**src/rtl/regfile_wb_scheduler.sv**
```systemverilog
// Write-back scheduler for the register file write port: round-robin between ALU and load
// results, one registered write per cycle, plus a pending-write scoreboard driving the issue hazard.
module regfile_wb_scheduler #(
    parameter int DATA_W = 32,
    parameter int ADDR_W = 5,
    parameter int NREG   = 32
) (
    input  logic              clk,
    input  logic              reset,
    input  logic              alloc_en,
    input  logic [ADDR_W-1:0] alloc_dst,
    input  logic [ADDR_W-1:0] rs_addr,
    input  logic [ADDR_W-1:0] rt_addr,
    output logic              hazard,
    input  logic              req0_valid,
    input  logic [ADDR_W-1:0] req0_addr,
    input  logic [DATA_W-1:0] req0_data,
    output logic              req0_ready,
    input  logic              req1_valid,
    input  logic [ADDR_W-1:0] req1_addr,
    input  logic [DATA_W-1:0] req1_data,
    output logic              req1_ready,
    output logic              rf_we,
    output logic [ADDR_W-1:0] rf_waddr,
    output logic [DATA_W-1:0] rf_wdata,
    output logic [NREG-1:0]   pending
);

    logic              r_prio1;
    logic              r_we;
    logic [ADDR_W-1:0] r_waddr;
    logic [DATA_W-1:0] r_wdata;
    logic [NREG-1:0]   r_pending;

    logic              w_acc0;
    logic              w_acc1;
    logic              w_accept;
    logic [ADDR_W-1:0] w_acc_addr;
    logic [DATA_W-1:0] w_acc_data;
    logic [NREG-1:0]   w_set;
    logic [NREG-1:0]   w_clr;
    logic [NREG-1:0]   w_pending_nxt;

    // r_prio1 = 1 means req1 wins a tie; it flips to the loser after every real grant.
    always_comb begin
        w_acc0     = req0_valid & (~req1_valid | ~r_prio1);
        w_acc1     = req1_valid & (~req0_valid |  r_prio1);
        w_accept   = w_acc0 | w_acc1;
        w_acc_addr = w_acc1 ? req1_addr : req0_addr;
        w_acc_data = w_acc1 ? req1_data : req0_data;
    end

    assign req0_ready = w_acc0;
    assign req1_ready = w_acc1;

    always_ff @(posedge clk or posedge reset) begin
        if (reset) begin
            r_prio1 <= 1'b0;
            r_we    <= 1'b0;
            r_waddr <= '0;
            r_wdata <= '0;
        end else begin
            // Register-0 writes are consumed but never strobed into the file.
            r_we <= w_accept & (w_acc_addr != '0);
            if (w_accept) begin
                r_prio1 <= w_acc0;
                r_waddr <= w_acc_addr;
                r_wdata <= w_acc_data;
            end
        end
    end

    // Set is applied after clear so a same-cycle re-allocation keeps the bit.
    always_comb begin
        w_set         = alloc_en ? (NREG'(1) << alloc_dst) : '0;
        w_clr         = r_we     ? (NREG'(1) << r_waddr)   : '0;
        w_pending_nxt = ((r_pending & ~w_clr) | w_set) & ~NREG'(1);
    end

    always_ff @(posedge clk or posedge reset) begin
        if (reset) begin
            r_pending <= '0;
        end else begin
            r_pending <= w_pending_nxt;
        end
    end

    assign hazard   = r_pending[rs_addr] | r_pending[rt_addr] | (alloc_en & r_pending[alloc_dst]);
    assign rf_we    = r_we;
    assign rf_waddr = r_waddr;
    assign rf_wdata = r_wdata;
    assign pending  = r_pending;

endmodule

```
**config.mk**
```make
export PLATFORM = sky130hd
export DESIGN_NAME = regfile_wb_scheduler
export DESIGN_NICKNAME = d
export VERILOG_FILES = /design/src/rtl/regfile_wb_scheduler.sv
export SDC_FILE = /design/constraint.sdc
export NUM_CORES = 1
export LEC_CHECK = 0
export BUFFER_PORTS_ARGS = -buffer_cell sky130_fd_sc_hd__buf_2
export CORE_ASPECT_RATIO = 1.4
export CORE_MARGIN = 5
export CORE_UTILIZATION = 36
export CTS_CLUSTER_SIZE = 12
export DETAILED_ROUTE_END_ITERATION = 10
export HOLD_SLACK_MARGIN = 0.1
export PLACE_DENSITY_LB_ADDON = 0.1
export RECOVER_POWER = 25
export SLEW_MARGIN = 30
export SYNTH_ARGS = -nofsm -noshare
export SYNTH_HDL_FRONTEND = slang
export SYNTH_SLANG_ARGS = --single-unit
```
**constraint.sdc**
```tcl
create_clock -name clk -period 6.1 [get_ports clk]
set_input_delay 1.22 -clock clk [delete_from_list [all_inputs] [get_ports clk]]
set_output_delay 1.22 -clock clk [all_outputs]
set_load 0.02 [all_outputs]
```
==> run_results.csv <==
group,metric,value,unit
run_status,run_status,"completed",
pwr,p_per_area,399.1,nW/um2
layout,antennaDiodeCount,0,
clock_network,clock_latency,0.33,ns
layout,area_growth,30.64,%
detailed_routing,detail_route.drc_violations,0,
logic_synthesis,synth_area,3871,um2
global_routing,initial_antenna_violation_count,0,
setup_path,setup.worst_path.end,"hazard",
detailed_routing,wire_per_inst,18.09,um
logic_synthesis,synth.largest_area_cell,"sky130_fd_sc_hd__dfrtp_1",
timing,max-slew-margin-rel,57.93,%
clock_network,clock-root-buffer,"sky130_fd_sc_hd__clkbuf_16",
timing,grt_setup_unrepaired,"no",
logic_synthesis,yosys_register_bits,70,
timing,hold_slack,0.5385,ns
timing,finalWorstPathRequiredPeriod,4.502,ns
setup_path,setup.worst_path.end_class,"output pin",
logic_synthesis,synth_area_leaders,"sky130_fd_sc_hd__dfrtp_1 45%, sky130_fd_sc_hd__o21ai_0 8.3%, sky130_fd_sc_hd__nor2_1 7.7%",
clock_network,clk_path_buf_depth,2,
clock_network,clock-sinks,70,
floorplanning,die-width,97.64,um
global_routing,grt_pass1_vias,4046,
floorplanning,die_outline_area,12960,um2
detailed_routing,dr.first_iter.drc_count,203,
min_path,worstHoldPathType,"reg2reg",
timing,maxClockFrequency,0.2221,GHz
layout,final_cell_count_no_fill,705,
logic_synthesis,syn_area_per_cell,9.465,um2
timing,fin_skew,0.004287,ns
run,cap_viol_max_count,0,
logic_synthesis,synthDistinctLibCells,45,
setup_path,crit_fanout,26,
pwr,worst_case_vdd_ir_drop,0.1926,mV
setup_path,start_kind,"input pin",
clock_network,h-tree-depth,3,
timing,final_min_period_over_clock_period,73.80,%
placed_design,port_buffers,165,
clock_network,cts-hold-fix-buffers,0,
floorplanning,initial_utilization,37.01,%
detailed_routing,route.antenna.remaining_nets,0,
timing,timing.final.hold_violations,0,
detailed_routing,routed_via_density,5.389,
floorplanning,core_area,10460,um2
setup_path,arrival,3.28,ns
layout,nets,656,
setup_path,cp_cell_sequence,"buf_2 -> and2b_2 -> a211oi_1 -> nor4_1 -> o41a_1 -> or4_1 -> buf_2",
detailed_routing,num_vias,3799,
setup_path,critical_path.slowest_cell,"sky130_fd_sc_hd__or4_1",
setup_path,cpMostUsedCell,"sky130_fd_sc_hd__buf_2",
placed_design,pre_cts_ws,1.603,ns
pwr,total_leakage_power,2.248,nW
timing,tns,0,ns
setup_path,crit_type,"in2out",
clock_network,post_cts_resize_count,0,
global_routing,grt-ovfl-total,0,
logic_synthesis,yosysWarnings,0,
logic_synthesis,synth_sequential_area_ratio,45.25,%
layout,finalCoreUtilization,48.35,%
timing,final-max-slew-violation-count,0,
detailed_routing,totalWireLength,12.75,mm
clock_network,cts_buffers,9,
placed_design,globalplace.congestion,0.8933,
setup_path,timing.critical_path.slowest_cell_delay,0.52,ns
global_routing,largest_net_degree_at_the_start_of_global_routing,71,
logic_synthesis,synth.top_cell.area_share,45.25,%
detailed_routing,initial_drt_pass_iterations,4,
setup_path,cp_data_required_time,4.88,ns
setup_path,crit-reg2reg-capture,"pending[1]$_DFF_PP0_",
floorplanning,ioPinCount,167,
layout,most-common-layout-cells,"164 x sky130_fd_sc_hd__buf_2, 79 x sky130_fd_sc_hd__nor2_1, 70 x sky130_fd_sc_hd__dfrtp_1, 64 x sky130_fd_sc_hd__o21ai_0, 38 x sky130_fd_sc_hd__o22ai_1",
layout,drive_above_1_share,37.04,%
setup_path,worst_flop_to_flop_path_startpoint,"rf_waddr[0]$_DFFE_PP0P_",
logic_synthesis,postSynthNetCount,503,
setup_path,worst_r2r_path_depth,3,
timing,layout_setup_ws,1.598,ns
clock_network,cts_setup_buffers,0,
logic_synthesis,synth_cells,409,
timing,setup_violations,0,
clock_network,clock_tree_from_tritoncts,"built",
layout,final_common_cell,"sky130_fd_sc_hd__buf_2",
placed_design,dpl.hpwl,9.798,mm
global_routing,track_usage,20.07,%
timing,worst-slew-pin-transition,0.6310,ns
setup_path,start_point_of_the_critical_path,"alloc_dst[1]",
placed_design,place_inst,689,
floorplanning,core.rowCount,44,
floorplanning,fp.dieH,132.7,um
setup_path,rrSetupSlack,4.61,ns
layout,fillerInstances,1076,
clock_network,clkSlewWorstSetupHoldPaths,0.05,ns
global_routing,grt_first_pass_wirelength,20.97,mm
## flip-flops by register name, indices dropped and copies added, names as in the netlist
| register | cells |
|---|---|
| rf_wdata | 32 |
| pending | 31 |
| r_prio1 | 1 |
| rf_we | 1 |
| rf_waddr | 5 |
## critical path, delay by kind of cell
kind | cells | cell delay (ns)
AOI/OAI and AO/OA | 2 | 0.59
and+or+nand+nor | 3 | 0.89
buffers and inverters | 2 | 0.59
## report_power, final
part | switching (mW) | internal, mW | total (mW)
Clock | 0.187 | 0.336 | 0.523
Sequential | 0.185 | 0.597 | 0.782
Combinational | 0.413 | 0.299 | 0.713
Total | 0.785 | 1.23 | 2.02
## cell families (layout without fill, tap and decap cells)
family / count (synthesis) / after routing / synth area share (%)
AO/OA/AOI/OAI: 122 / 122 / 18.46
buffers and inverters: 31 / 189 / 4.072
flip-flops: 70 / 70 / 45.25
multiplexers: 37 / 37 / 13.48
other: 1 / 1 / 0.09687
AND/OR/NAND/NOR: 148 / 148 / 18.65
## metal layers
metal  wire length, um  part of all wire, %  up-vias  global-route usage (%)
li1                  -                    -     1805                       -
met1              4926                   39     1812                   23.55
met2              6467                   51      156                   33.91
met3               927                  7.3       26                   6.003
met4               430                  3.4        0                   8.699
met5                 0                    0        -                       0
## stage by stage
step | instance area (um2) | power [mW]
5_1_grt | 5057 | 2.150
3_5_place_dp | 4753 | 1.510
3_3_place_gp | 4753 | 1.496
2_1_floorplan | 3871 | 1.197
6_report | 5057 | 2.019
4_1_cts | 5055 | 2.043
## synth_stat cells (all sizes together)
master and count:
nor2 79, dfrtp 70, o21ai 64, o22ai 38
mux2i 18, clkbuf 17, nand2 14, mux4 11
nand3b 10, buf 9, nand3 9, mux2 8
nor2b 7, a211oi 5, and2b 5, inv 5
nand2b 5, or4 4, a21oi 3, a22o 3
nand4 3, o211ai 3, or3b 3, a31oi 2
nor3 2, nor4 2, or2 2, a221oi 1
a311oi 1, conb 1, nand4b 1, nor3b 1
o2111ai 1, o41a 1, or3 1
## worst min path at each step
| stage | start | to | slack [ns] | depth (start not counted) |
|---|---|---|---|---|
| after floorplan | r_prio1$_DFFE_PP0P_ | rf_wdata[29]$_DFFE_PP0P_ | 0.52 | 2 |
| after global placement | rf_wdata[9]$_DFFE_PP0P_ | rf_wdata[9]$_DFFE_PP0P_ | 0.52 | 2 |
| after detailed placement | rf_wdata[8]$_DFFE_PP0P_ | rf_wdata[8]$_DFFE_PP0P_ | 0.52 | 2 |
| after CTS | rf_wdata[7]$_DFFE_PP0P_ | rf_wdata[7]$_DFFE_PP0P_ | 0.54 | 2 |
| after global routing | rf_wdata[3]$_DFFE_PP0P_ | rf_wdata[3]$_DFFE_PP0P_ | 0.57 | 2 |
| final | rf_wdata[23]$_DFFE_PP0P_ | rf_wdata[23]$_DFFE_PP0P_ | 0.54 | 2 |
## final cells by class
type / count / area (um2) / share of cell area, %
Clock buffer: 12 / 256.5 / 5.072
Timing Repair Buffer: 168 / 850.8 / 16.82
Clock inverter: 4 / 45.04 / 0.8906
Inverter: 5 / 18.77 / 0.3711
Tap cell: 138 / 172.7 / 3.414
Multi-Input combinational cell: 308 / 1962 / 38.79
Sequential cell: 70 / 1752 / 34.64
(Power assumes the default switching activity.)
